File: config.mk
export PLATFORM = sky130hd
export DESIGN_NAME = photo_capture
export DESIGN_NICKNAME = d
export VERILOG_FILES = /design/src/rtl/photo_capture.sv
export SDC_FILE = /design/constraint.sdc
export NUM_CORES = 1
export LEC_CHECK = 0
export BUFFER_PORTS_ARGS = -buffer_cell sky130_fd_sc_hd__buf_2
export CORE_MARGIN = 2
export CORE_UTILIZATION = 58
export CTS_BUF_LIST = sky130_fd_sc_hd__clkbuf_8
export DETAILED_ROUTE_END_ITERATION = 6
export PLACE_DENSITY_LB_ADDON = 0.08
export SETUP_SLACK_MARGIN = 0.4
export SLEW_MARGIN = 30
export SYNTH_ARGS = -nofsm -noshare
export SYNTH_HDL_FRONTEND = slang
export SYNTH_SLANG_ARGS = --single-unit
export TNS_END_PERCENT = 100
File: constraint.sdc
create_clock -name clk -period 6.5 [get_ports clk]
set_input_delay 0.325 -clock clk [delete_from_list [all_inputs] [get_ports clk]]
set_output_delay 0.325 -clock clk [all_outputs]
set_load 0.01 [all_outputs]
File: src/rtl/photo_capture.sv
// photo_capture: grabs one window of the filtered raster into the
// passport frame buffer as 12-bit 4:4:4 writes, one capture per request.
module photo_capture #(
  parameter int PIPE_DLY = 1,
  parameter int WIN_X    = 192,
  parameter int WIN_Y    = 112,
  parameter int WIN_W    = 256,
  parameter int WIN_H    = 256,
  parameter int ADDR_W   = 16
) (
  input  logic              clk,
  input  logic              rst,
  input  logic              capture,
  input  logic              abort,
  input  logic [10:0]       hcount,
  input  logic [9:0]        vcount,
  input  logic [23:0]       rgb_in,
  output logic              wr_en,
  output logic [ADDR_W-1:0] wr_addr,
  output logic [11:0]       wr_data,
  output logic              busy,
  output logic              done
);

  localparam int TOTAL = WIN_W * WIN_H;
  localparam logic [ADDR_W-1:0] LAST = ADDR_W'(TOTAL - 1);
  localparam logic [10:0] X_LO = 11'(WIN_X);
  localparam logic [10:0] X_HI = 11'(WIN_X + WIN_W - 1);
  localparam logic [9:0]  Y_LO = 10'(WIN_Y);
  localparam logic [9:0]  Y_HI = 10'(WIN_Y + WIN_H - 1);

  typedef enum logic [1:0] {
    IDLE,
    ARM,
    CAPTURE,
    DONE
  } state_t;

  logic [10:0] hd;
  logic [9:0]  vd;

  generate
    if (PIPE_DLY == 0) begin : g_nodly
      assign hd = hcount;
      assign vd = vcount;
    end else begin : g_dly
      logic [10:0] hpipe_q [PIPE_DLY];
      logic [10:0] hpipe_d [PIPE_DLY];
      logic [9:0]  vpipe_q [PIPE_DLY];
      logic [9:0]  vpipe_d [PIPE_DLY];

      always_comb begin
        hpipe_d[0] = hcount;
        vpipe_d[0] = vcount;
        for (int i = 1; i < PIPE_DLY; i++) begin
          hpipe_d[i] = hpipe_q[i-1];
          vpipe_d[i] = vpipe_q[i-1];
        end
      end

      always_ff @(posedge clk or negedge rst) begin
        if (!rst) begin
          for (int i = 0; i < PIPE_DLY; i++) begin
            hpipe_q[i] <= '0;
            vpipe_q[i] <= '0;
          end
        end else begin
          hpipe_q <= hpipe_d;
          vpipe_q <= vpipe_d;
        end
      end

      assign hd = hpipe_q[PIPE_DLY-1];
      assign vd = vpipe_q[PIPE_DLY-1];
    end
  endgenerate

  logic        frame_start;
  logic        in_win;
  logic [11:0] pix_pack;
  logic        unused_lsbs;

  assign frame_start = (hd == '0) && (vd == '0);
  assign in_win = (hd >= X_LO) && (hd <= X_HI) &&
                  (vd >= Y_LO) && (vd <= Y_HI);
  assign pix_pack = {rgb_in[23:20], rgb_in[15:12], rgb_in[7:4]};
  assign unused_lsbs = ^{rgb_in[19:16], rgb_in[11:8], rgb_in[3:0]};

  state_t            state_q, state_d;
  logic [ADDR_W-1:0] cnt_q, cnt_d;
  logic              wr_en_q, wr_en_d;
  logic [ADDR_W-1:0] wr_addr_q, wr_addr_d;
  logic [11:0]       wr_data_q, wr_data_d;
  logic              busy_q, busy_d;
  logic              done_q, done_d;
  logic              take;

  always_comb begin
    state_d   = state_q;
    cnt_d     = cnt_q;
    wr_en_d   = 1'b0;
    wr_addr_d = wr_addr_q;
    wr_data_d = wr_data_q;
    busy_d    = busy_q;
    done_d    = 1'b0;
    take      = 1'b0;
    unique case (state_q)
      IDLE: begin
        if (capture) begin
          state_d = ARM;
          busy_d  = 1'b1;
        end
      end
      ARM: begin
        if (abort) begin
          state_d = IDLE;
          busy_d  = 1'b0;
          cnt_d   = '0;
        end else if (frame_start) begin
          state_d = CAPTURE;
          // a window touching (0,0) must not lose its first pixel
          take    = in_win;
        end
      end
      CAPTURE: begin
        if (abort) begin
          state_d = IDLE;
          busy_d  = 1'b0;
          cnt_d   = '0;
        end else begin
          take = in_win;
        end
      end
      DONE: begin
        state_d = IDLE;
        busy_d  = 1'b0;
        done_d  = 1'b1;
        cnt_d   = '0;
      end
      default: begin
        state_d = IDLE;
        busy_d  = 1'b0;
        cnt_d   = '0;
      end
    endcase
    if (take) begin
      wr_en_d   = 1'b1;
      wr_addr_d = cnt_q;
      wr_data_d = pix_pack;
      cnt_d     = cnt_q + 1'b1;
      if (cnt_q == LAST) begin
        state_d = DONE;
        cnt_d   = '0;
      end
    end
  end

  always_ff @(posedge clk or negedge rst) begin
    if (!rst) begin
      state_q   <= IDLE;
      cnt_q     <= '0;
      wr_en_q   <= 1'b0;
      wr_addr_q <= '0;
      wr_data_q <= '0;
      busy_q    <= 1'b0;
      done_q    <= 1'b0;
    end else begin
      state_q   <= state_d;
      cnt_q     <= cnt_d;
      wr_en_q   <= wr_en_d;
      wr_addr_q <= wr_addr_d;
      wr_data_q <= wr_data_d;
      busy_q    <= busy_d;
      done_q    <= done_d;
    end
  end

  assign wr_en   = wr_en_q;
  assign wr_addr = wr_addr_q;
  assign wr_data = wr_data_q;
  assign busy    = busy_q;
  assign done    = done_q;

endmodule

==> out/results.txt <==
Gp weighted congestion -> 0.9075
Final setup violation count -> 0
Final #Nets -> 364
Layout cell share with drive strength beyond 1 -> 37.70%
Root Driver -> clkbuf_8
FMAX -> 358.2 MHz
First-pass GRT wire length -> 9.880 mm
Peak supply drop -> 0.0001928 V
Core area -> 0.005042 mm2
Post-synth cell types -> 42
Post-synth EDFFs -> 0
Leakage Power -> 1.779 nW
Die area -> 0.005721 mm2
Antenna-violating nets left -> 0
Initial Util -> 59.03%
TritonCTS clock tree -> yes
Register area -> 0.001752 mm2
Syn. warnings -> 0
Sequential share of the synthesized area -> 58.85%
Num ports -> 80
Routed WL -> 5.966 mm
PortBufs -> 67
Clock Path Buffers -> 2
Crit path DAT -> 3.01 ns
Antenna cells -> 0
DRC -> 0
Most common cell in the netlist -> dfrtp_1
Vias in the first global route -> 2158
HP Class -> input port to register
CTS buffer count -> 9
Post-synth top area cell -> dfrtp_1
Final Critical Period -> 2.792 ns
Post-synth top cells -> dfrtp_1, mux2_2, nand2_1
Placement Cell Area -> 0.003353 mm2
Later-pin clock latency in the skew report -> 0.34 ns
Placed cells -> 369
CTS sink cnt -> 70
Worst-path fanout max -> 19
Total power draw -> 1.047 mW
Max H-tree Level -> 3
DR vias -> 2233
Drt wl/cell -> 15.58 um
Kind of critical path -> register to register
CP top delay family -> simple AND/OR/NAND/NOR gates
Final Cycle Share -> 42.95%
Iteration-0 DRC Markers -> 140
Clock Pin Slew Worst Setup and Hold Paths -> 0.07 ns
Via density -> 5.830
Cells after Synth -> 240
Cts repair resizes -> 0
Cts hold-fix bufs -> 0
Area grow syn2layout -> 19.71%
Top_reg_cell synth -> dfrtp_1
Final design area excluding fillers -> 0.003563 mm2
Max_cap viols -> 0
Largest net degree at the start of global routing -> 71
Largest cells by area after synthesis -> dfrtp_1, mux2_2, nand3_1, ha_1, nand2_1
Die Width -> 75.64 um
Slew Viols, Final -> 0
Post-DP HPWL -> 4.015 mm
CP max-delay cell -> nor2b_1
Fill cells -> 392
Final Hold Fails -> 0
GRT Residual Overflow -> 0
Post-CTS setup buffer count -> 0
Outcome -> completed
Gr usage total -> 23.32%
Setup TNS -> 0 ns
Crit path required time -> 6.72 ns
RSZ-0062 raised after global routing -> no
Async set-reset flop share out of synthesis -> 100.0%
Final non-filler cell total -> 383
Drt first pass iters -> 4
Worst path max stage delay -> 0.79 ns
Worst-margin pin slew -> 0.9972 ns
Site Rows -> 26
Die Span Y -> 75.64 um
Crit path launch type -> register
Initial antenna violation count -> 0
Worst path bufs/invs -> 2
Clock skew -> 0.004969 ns
Synthesized flop and latch total -> 70
Yosys top cell area share -> 58.85%
Critical path endpoint category -> register
Worst slew margin -> 33.38%
Syn Area/Cell -> 12.40 um2
Syn_nets -> 294
Crit-path cells -> inv_1, ha_1, nor2b_1, nand2_4, inv_2, mux2_2
Power per cell area -> 293.8 mW/mm2
Multi-input logic area -> 0.001137 mm2
Cell area after synthesis -> 0.002977 mm2
-- power by group --
part / total, mW / switching, mW / internal, mW
combinational: 0.193 / 0.128 / 0.0650
clock: 0.372 / 0.151 / 0.221
sequential: 0.482 / 0.0170 / 0.465
total: 1.05 / 0.296 / 0.751
-- kinds of logic (layout without fill, tap and decap cells) --
kind of cell	count (synthesis)	in the layout	synth area share [%]
buffers and inverters	18	91	2.942
and+or+nand+nor	67	67	13.07
DFF	70	70	58.85
AOI/OAI and AO/OA	50	50	11.85
xor gates and xnor gates	2	2	0.5886
muxes	28	28	10.59
adders and majority gates	5	5	2.102
-- per-layer routing --
| metal | global-route usage (%) | routed length (um) | up-vias |
|---|---|---|---|
| met5 | 0 | 0 | - |
| met4 | 11.50 | 146 | 0 |
| met3 | 5.556 | 335 | 14 |
| met2 | 36.52 | 2853 | 80 |
| met1 | 30.62 | 2630 | 1092 |
| li1 | - | - | 1047 |
-- worst register-to-register path: stages (launching register included) --
cell     delay (ns)
dfrtp_1        0.41
inv_1          0.10
ha_1           0.30
nor2b_1        0.79
nand2_4        0.35
inv_2          0.34
mux2_2         0.38
-- area by class of cell --
class                   count  area share, %
multi-input cells         152          31.92
clock buffers              10          3.862
well taps                  70          2.458
inverters                   9         0.9480
clock inverters             4          2.037
repair buffers             68          9.621
flip-flops and latches     70          49.16
-- placed cells by master (no fill, tap or decap), types with 5 or more instances in the layout --
cell type and instances:
a21oi_1 10, o41ai_1 6, inv_1 8, ha_1 5, o21ai_0 11, nand2_1 16
buf_2 67, mux2_2 28, dfrtp_1 70, nand4_1 7, nand3_1 13, o211ai_1 5
clkbuf_8 10
-- through the flow --
stage               util (%)  hold slack [ns]  setup WS [ns]
floorplan                  -          0.02941          4.432
global placement       66.50           0.4339          3.772
finish                 70.67          0.08627          3.708
global route           70.67          0.07466          3.567
CTS                    70.67          0.07777          3.685
detailed placement     66.50           0.4346          3.752
-- state kept, by name, summed over array words and instances, names as in the netlist --
name / flops
busy: 1
cnt_q: 16
wr_en: 1
done: 1
wr_data: 12
state_q: 2
g_dly.hpipe_q: 11
g_dly.vpipe_q: 10
wr_addr: 16
-- worst paths after layout --
kind                                        start                    endpoint  slack (ns)  cells past startpoint
max                          state_q[0]$_DFF_PN0_      wr_data[2]$_DFFE_PN0P_        3.71                      6
min                                     hcount[2]  g_dly.hpipe_q[2]$_DFF_PN0_        0.09                      1
max reg2reg                  state_q[0]$_DFF_PN0_      wr_data[2]$_DFFE_PN0P_        3.71                      6
min reg2reg                wr_addr[8]$_DFFE_PN0P_      wr_addr[8]$_DFFE_PN0P_        0.50                      1
max in group asynchronous                     rst        cnt_q[4]$_DFFE_PN0P_        5.76                      2
min in group asynchronous                     rst  g_dly.vpipe_q[2]$_DFF_PN0_        0.18                      2
Note: power is estimated with default switching activity, not from simulation.
